==> src/rtl/mem_dump_tx.sv <==
// mem_dump_tx: reads word_count words from a synchronous data memory starting
// at base_addr (address wraps modulo 2^ADDR_W) and streams them out over a
// valid/ready interface, marking the final word with out_last.
// Optional feature macro: DUMP_CHECKSUM_EN -- appends the XOR of all streamed
// data words as one extra final word.
module mem_dump_tx #(
  parameter int ADDR_W = 8,
  parameter int DATA_W = 32
) (
  input  logic              clk,
  input  logic              reset,
  input  logic              start,
  input  logic [ADDR_W-1:0] base_addr,
  input  logic [ADDR_W:0]   word_count,
  output logic              busy,
  output logic              done,
  output logic [ADDR_W-1:0] mem_addr,
  output logic              mem_rd_en,
  input  logic [DATA_W-1:0] mem_rdata,
  output logic              out_valid,
  input  logic              out_ready,
  output logic [DATA_W-1:0] out_data,
  output logic              out_last
);

`ifdef DUMP_CHECKSUM_EN
  typedef enum logic [2:0] {
    IDLE = 3'd0, READ = 3'd1, WAIT = 3'd2, SEND = 3'd3, CSUM = 3'd4, DONE = 3'd5
  } state_t;
`else
  typedef enum logic [2:0] {
    IDLE = 3'd0, READ = 3'd1, WAIT = 3'd2, SEND = 3'd3, DONE = 3'd5
  } state_t;
`endif

  localparam logic [ADDR_W:0]   CNT_ZERO  = {(ADDR_W+1){1'b0}};
  localparam logic [ADDR_W:0]   CNT_ONE   = {{ADDR_W{1'b0}}, 1'b1};
  localparam logic [ADDR_W-1:0] ADDR_ZERO = {ADDR_W{1'b0}};
  localparam logic [DATA_W-1:0] DATA_ZERO = {DATA_W{1'b0}};

`ifdef DUMP_CHECKSUM_EN
  // Running XOR checksum: fold one more data word into the accumulator.
  function automatic logic [DATA_W-1:0] csum_fold(input logic [DATA_W-1:0] acc,
                                                  input logic [DATA_W-1:0] word);
    csum_fold = acc ^ word;
  endfunction
`endif

  state_t              state_r, state_s;
  logic [ADDR_W-1:0]   base_r, base_s;
  logic [ADDR_W:0]     count_r, count_s;
  logic [ADDR_W:0]     index_r, index_s;
  logic [ADDR_W-1:0]   mem_addr_r, mem_addr_s;
  logic                mem_rd_en_r, mem_rd_en_s;
  logic                out_valid_r, out_valid_s;
  logic [DATA_W-1:0]   out_data_r, out_data_s;
  logic                out_last_r, out_last_s;
  logic                done_r, done_s;
  logic                busy_r, busy_s;
`ifdef DUMP_CHECKSUM_EN
  logic [DATA_W-1:0]   csum_r, csum_s;
`endif

  logic [ADDR_W:0]     idx_inc_s;
  logic                xfer_s;
  logic                more_s;

  assign idx_inc_s = index_r + CNT_ONE;
  assign xfer_s    = out_valid_r & out_ready;
  assign more_s    = (idx_inc_s < count_r);

  // Next-state and next-output decode; every register holds or clears by default.
  always_comb begin
    state_s     = state_r;
    base_s      = base_r;
    count_s     = count_r;
    index_s     = index_r;
    mem_addr_s  = mem_addr_r;
    mem_rd_en_s = 1'b0;
    out_valid_s = 1'b0;
    out_data_s  = out_data_r;
    out_last_s  = 1'b0;
    done_s      = 1'b0;
`ifdef DUMP_CHECKSUM_EN
    csum_s      = csum_r;
`endif
    case (state_r)
      IDLE: begin
        if (start) begin
          if (word_count != CNT_ZERO) begin
            base_s      = base_addr;
            count_s     = word_count;
            index_s     = CNT_ZERO;
            mem_addr_s  = base_addr;
            mem_rd_en_s = 1'b1;
`ifdef DUMP_CHECKSUM_EN
            csum_s      = DATA_ZERO;
`endif
            state_s     = READ;
          end else begin
`ifdef DUMP_CHECKSUM_EN
            // Empty dump still emits the (zero) checksum word.
            csum_s      = DATA_ZERO;
            out_data_s  = DATA_ZERO;
            out_valid_s = 1'b1;
            out_last_s  = 1'b1;
            state_s     = CSUM;
`else
            done_s      = 1'b1;
            state_s     = DONE;
`endif
          end
        end else begin
          state_s = IDLE;
        end
      end
      READ: begin
        // Read strobe was registered on entry; data arrives during WAIT.
        state_s = WAIT;
      end
      WAIT: begin
        out_data_s  = mem_rdata;
        out_valid_s = 1'b1;
`ifdef DUMP_CHECKSUM_EN
        out_last_s  = 1'b0;
`else
        out_last_s  = (idx_inc_s == count_r);
`endif
        state_s     = SEND;
      end
      SEND: begin
        if (xfer_s) begin
          index_s = idx_inc_s;
`ifdef DUMP_CHECKSUM_EN
          csum_s  = csum_fold(csum_r, out_data_r);
`endif
          if (more_s) begin
            mem_addr_s  = base_r + idx_inc_s[ADDR_W-1:0];
            mem_rd_en_s = 1'b1;
            state_s     = READ;
          end else begin
`ifdef DUMP_CHECKSUM_EN
            out_data_s  = csum_fold(csum_r, out_data_r);
            out_valid_s = 1'b1;
            out_last_s  = 1'b1;
            state_s     = CSUM;
`else
            done_s      = 1'b1;
            state_s     = DONE;
`endif
          end
        end else begin
          out_valid_s = 1'b1;
          out_last_s  = out_last_r;
          state_s     = SEND;
        end
      end
`ifdef DUMP_CHECKSUM_EN
      CSUM: begin
        if (xfer_s) begin
          done_s  = 1'b1;
          state_s = DONE;
        end else begin
          out_valid_s = 1'b1;
          out_last_s  = 1'b1;
          state_s     = CSUM;
        end
      end
`endif
      DONE: begin
        state_s = IDLE;
      end
      default: begin
        state_s = IDLE;
      end
    endcase
    busy_s = (state_s != IDLE);
  end

  // State and output registers with synchronous reset.
  always_ff @(posedge clk) begin
    if (reset) begin
      state_r     <= IDLE;
      base_r      <= ADDR_ZERO;
      count_r     <= CNT_ZERO;
      index_r     <= CNT_ZERO;
      mem_addr_r  <= ADDR_ZERO;
      mem_rd_en_r <= 1'b0;
      out_valid_r <= 1'b0;
      out_data_r  <= DATA_ZERO;
      out_last_r  <= 1'b0;
      done_r      <= 1'b0;
      busy_r      <= 1'b0;
`ifdef DUMP_CHECKSUM_EN
      csum_r      <= DATA_ZERO;
`endif
    end else begin
      state_r     <= state_s;
      base_r      <= base_s;
      count_r     <= count_s;
      index_r     <= index_s;
      mem_addr_r  <= mem_addr_s;
      mem_rd_en_r <= mem_rd_en_s;
      out_valid_r <= out_valid_s;
      out_data_r  <= out_data_s;
      out_last_r  <= out_last_s;
      done_r      <= done_s;
      busy_r      <= busy_s;
`ifdef DUMP_CHECKSUM_EN
      csum_r      <= csum_s;
`endif
    end
  end

  assign busy      = busy_r;
  assign done      = done_r;
  assign mem_addr  = mem_addr_r;
  assign mem_rd_en = mem_rd_en_r;
  assign out_valid = out_valid_r;
  assign out_data  = out_data_r;
  assign out_last  = out_last_r;

endmodule

==> config.mk <==
export PLATFORM = sky130hd
export DESIGN_NAME = mem_dump_tx
export DESIGN_NICKNAME = d
export VERILOG_FILES = /design/src/rtl/mem_dump_tx.sv
export SDC_FILE = /design/constraint.sdc
export NUM_CORES = 1
export LEC_CHECK = 0
export CAP_MARGIN = 5
export CORE_MARGIN = 8
export CORE_UTILIZATION = 51
export CTS_CLUSTER_DIAMETER = 80
export DETAILED_ROUTE_END_ITERATION = 6
export MAX_ROUTING_LAYER = met4
export PLACE_DENSITY_LB_ADDON = 0.05
export SYNTH_ARGS = -nofsm -noshare
export SYNTH_HDL_FRONTEND = slang
export SYNTH_SLANG_ARGS = --single-unit
==> constraint.sdc <==
create_clock -name clk -period 8.2 [get_ports clk]
set_clock_uncertainty 0.05 [all_clocks]
set_input_delay 1.64 -clock clk [delete_from_list [all_inputs] [get_ports clk]]
set_output_delay 1.64 -clock clk [all_outputs]
set_load 0.02 [all_outputs]
== Word level (Yosys, flattened, before mapping) ==
Cells that the tools add are included.
Word-level totals
  flip-flop bits (word level): 74
  latch bits: 0
  memory bits (writable): 0
  ROM bits: 0
  bits of input ports: 53
  output and inout port bits: 45
  logic and storage cells: 58
  memories: 0
Operators by class
  add/subtract/negate cells: 2
  multipliers: 0
  div/mod/pow operators: 0
  $lt $le $gt $ge: 1
  equal/unequal tests: 8
  shifts and indexed selects: 0
  mux-type cells: 28
  bitwise logic cells: 1
  reduce and logical (&&, ||, !) cells: 7
Operator list (number)
  $mux 8: 4
  $mux 9: 3
  $pmux 9 s2: 1
  $pmux 8 s2: 1
  $mux 3: 4
  $pmux 3 s4: 1
  $mux 1: 10
  $add 9x1->9 const B: 1
  $eq 9x9->1: 1
  $lt 9x9->1: 1
  $reduce_bool 9->1: 1
  $add 8x8->8: 1
  $ne 2x2->1 const B: 4
  $pmux 1 s2: 4
  $eq 3x2->1 const B: 2
  $reduce_and 5->1: 1
  $reduce_and 4->1: 1
  $eq 3x1->1 const B: 1
  $logic_not 3->1: 1
  $reduce_and 3->1: 1
  $reduce_bool 3->1: 1
  $reduce_bool 2->1: 1
  $and 1x1->1: 1

== Longest topological paths before layout ==
  depth in word-level cells: 6
  depth in mapped cells: 13

== Least setup slack after synthesis ==
No wires, ideal clock.
  path kind: in2reg
  start: input port word_count[0]
  end: register mem_addr_r[0] (netlist: mem_addr[0])
  library setup time: 0.128 ns
  data arrival time: 3.264 ns
  path slack: 4.758 ns
  cell stages on the path: 8
  path buffers: 2
  cells stage by stage: or4_4 -> o41a_1 -> buf_6 -> nor2_8 -> a21o_4 -> buf_8 -> mux2i_1 -> nor2_1
On the way
  cells in the longest elaborated chain, start to end: 3
RTL lines
  start: declaration: RTL line 14  | input logic [ADDR_W:0] word_count,
  $reduce_bool 9->1: RTL line 90  | if (word_count != CNT_ZERO) begin
  $ne 2x2->1 (no source line)
  $reduce_and 5->1 (no source line)
  end signal: assignment: RTL line 202  | mem_addr_r <= mem_addr_s;
  end: declaration: RTL line 53  | logic [ADDR_W-1:0] mem_addr_r, mem_addr_s;
Every way passes these cells.
A chain may end at the register's enable or synchronous reset.

== Worst setup path after layout ==
  start: input port word_count[0]
  end: register mem_addr_r[5] (netlist: mem_addr[5])
Same word-level chain as after synthesis.

==> impl_metrics.csv <==
group,metric,value,unit
timing,slew_violations,0,
synth,avgSynthCellArea,8.27,µm²
power_and_ir_drop,switching_power,238,µW
synth,synth-seq-cells,74,
synth,synthTopCellsByCount,"nand2_1 (80), dfxtp_1 (74), a21oi_1 (55)",
clock_tree,cts-hold-fix-buffers,0,
timing,holdWs,403,ps
hold_path,holdCritStartpoint,"out_data[1]",
grt,grt_usage,0.191,
critical_path,worst-r2r-setup-slack,5010,ps
route,wl_per_cell,14.7,µm
final_layout,fillers,525,
timing,setup_tns,0,ps
run,drv_cap,0,
synth,ys.flop_type,"dfxtp_1",
final_layout,antenna_cells,0,
route,routed_via_density,5.22,
critical_path,cpPeakStageDelay,560,ps
critical_path,critPathTopFamily,"compound AO/OA/AOI/OAI gates",
die,initial_core_util,0.530,
route,ant_nets,0,
grt,globalRouteOverflowTotal,0,
grt,grt_pass1_vias,3069,
route,first_iter_violations,192,
synth,synthTopCellsByArea,"dfxtp_1 (44%), nand2_1 (8.9%), a21oi_1 (8.1%)",
critical_path,worstSetupEndpointType,"register",
clock_tree,numCtsBuffers,9,
final_layout,finalNetCount,568,
route,drt-total-wl,8510,µm
clock_tree,clock_sinks,74,
die,die-area,9500,µm²
synth,syn_inst,409,
critical_path,arrival,4150,ps
power_and_ir_drop,switching_share,0.294,
synth,synth_edf_count,0,
final_layout,area_growth,34.3,%
power_and_ir_drop,p_comb_frac,0.200,
synth,yosysTopAreaCell,"dfxtp_1",
clock_tree,cts_tree,"built",
hold_path,min_to,"out_data[1]",
placement,routabilityCongestion,0.886,
power_and_ir_drop,p_per_area,178,nW/µm²
timing,slew_headroom,0.499,
power_and_ir_drop,clkPwrFrac,0.315,
critical_path,startpoint_type,"primary input",
power_and_ir_drop,leakage,1.79,nW
synth,yosysUniqueCellTypes,46,
synth,async_flop_share,0,
grt,grt_pass1_wl,14600,µm
grt,antenna_found_initial,0,
clock_tree,cts-root-buf,"clkbuf_8",
timing,worstMarginPinSlew,752,ps
die,ios,98,
critical_path,critPathKind,"primary input to register",
placement,placed_cells,563,
timing,finalCritPeriodShare,0.482,
grt,grt_start_max_net_pins,75,
critical_path,crit_path_cell_trace,"clkdlybuf4s50_1, or4_4, o41a_1, buf_4, nor2_8, a21o_4, a21oi_1, a221oi_1",
synth,synth_area,3380,µm²
power_and_ir_drop,peakVddDrop,169,µV
hold_path,holdCritPathClass,"register to register",
critical_path,critPathBufInv,2,
clock_tree,cts_resized,0,
synth,seq_area_frac_synth,0.438,
synth,post-synth-top-count-cell,"nand2_1",
synth,synth_nets,480,
critical_path,r2r_end,"mem_addr[5]",
clock_tree,clock_path_buffers,2,
critical_path,ff2ff_path_depth,11,
power_and_ir_drop,seq_power_share,0.485,
clock_tree,clkLatencyLatePin,340,ps
die,die_x,97.5,µm
clock_tree,clk_pin_slew,80,ps
die,core_area,6390,µm²
placement,dpl.hpwl,6320,µm
final_layout,final_cells,579,
critical_path,cp.required,8400,ps
synth,synth_top_area_share,0.438,
run_status,outcome,"complete, no violations",
timing,fmax,253,MHz
route,drc,0,
timing,fin_crit,3950,ps
critical_path,cpMaxStageDelayCell,"or4_4",
die,fp-row-count,29,
critical_path,r2r-start,"index_r[0]",
clock_tree,h-tree-depth,3,
clock_tree,cts_setup_buffers,0,
timing,rsz0062_at_grt,"no",
die,die_height,97.5,µm
timing,hold_violations,0,
power_and_ir_drop,p_int,571,µW
final_layout,drive_gt1_frac,0.0598,
synth,ys_warn_count,0,
hold_path,whs_path_depth,2,
critical_path,crit_fanout,17,
timing,setup_violations,0,
route,vias,3024,
placement,io_buffer_count,97,
route,first_pass_iters,4,
[sequential cells by signal (all words and copies together) (netlist names)]
register,flops
base_r,8
busy,1
count_r,9
done,1
index_r,9
mem_addr,8
mem_rd_en,1
out_data,32
out_last,1
out_valid,1
state_r,3
[tightest hold or removal path, cell delays in order (launching register included)]
cell,delay (ps)
dfxtp_1,310
nand2_1,50
a21oi_1,50
[worst max-delay path by stage]
stage	cells after the start	end	slack, ps	start
finish	8	mem_addr[5]	4250	word_count[0]
global route	8	mem_addr[5]	4140	word_count[0]
CTS	8	mem_addr[5]	4250	word_count[0]
detailed placement	8	mem_addr[5]	3900	word_count[0]
global placement	8	mem_addr[5]	3970	word_count[0]
floorplan	8	mem_addr[0]	4760	word_count[0]
[layout by cell type, fill, tap and decap left out, drive strengths merged, types with 2 or more instances in the layout]
| cell | instances |
|---|---|
| or2 | 2 |
| inv | 14 |
| a211oi | 2 |
| clkinv | 4 |
| dfxtp | 74 |
| nand4 | 5 |
| a21oi | 56 |
| nand2 | 80 |
| nand3 | 12 |
| xor2 | 6 |
| ha | 17 |
| a221oi | 2 |
| buf | 5 |
| or3 | 4 |
| nor4 | 3 |
| nor2b | 3 |
| o21ai | 11 |
| nand2b | 3 |
| nor2 | 43 |
| a22oi | 4 |
| clkdlybuf4s50 | 96 |
| nor3 | 5 |
| xnor2 | 8 |
| mux2i | 12 |
| clkbuf | 9 |
| a21o | 6 |
[power groups by stage]
stage          Combinational [mW]  Clock (mW)  Sequential [mW]
4_1_cts                     0.164       0.261            0.393
2_1_floorplan              0.0765           0            0.417
3_5_place_dp                0.163           0            0.401
3_3_place_gp                0.160           0            0.400
5_1_grt                     0.179       0.278            0.396
6_report                    0.162       0.255            0.392
[per-stage QoR]
stage | cell area, µm² | total power, mW | setup WS, ps | util
after floorplan | 3380 | 0.493 | 4760 | -
after global placement | 4370 | 0.560 | 3970 | 0.684
after detailed placement | 4370 | 0.564 | 3900 | 0.684
after CTS | 4540 | 0.817 | 4250 | 0.712
after global routing | 4540 | 0.852 | 4140 | 0.712
final | 4540 | 0.809 | 4250 | 0.712
[per-layer routing]
metal / GRT usage / vias to the layer above / part of all wire
li1: - / 1563 / -
met1: 0.237 / 1371 / 0.45
met2: 0.298 / 82 / 0.47
met3: 0.0441 / 8 / 0.065
met4: 0.0629 / 0 / 0.010
met5: - / - / 0
[cell families after synthesis]
kind of cell | synth area share
flip-flops | 0.438
buffers and inverters | 0.0459
XOR/XNOR | 0.0362
AO/OA/AOI/OAI | 0.156
multiplexers | 0.0355
adder cells (fa/ha/maj) | 0.0688
AND/OR/NAND/NOR | 0.220
[layout make-up]
cell class              instances  area, µm²  area share
multi-input cells             299       1750       0.385
flip-flops and latches         74       1480       0.326
repair buffers                101        996       0.219
clock buffers                   9        124      0.0273
well taps                      77       96.3      0.0212
clock inverters                 7       52.6      0.0116
inverters                      12       45.0     0.00991
(Power assumes the default switching activity.)
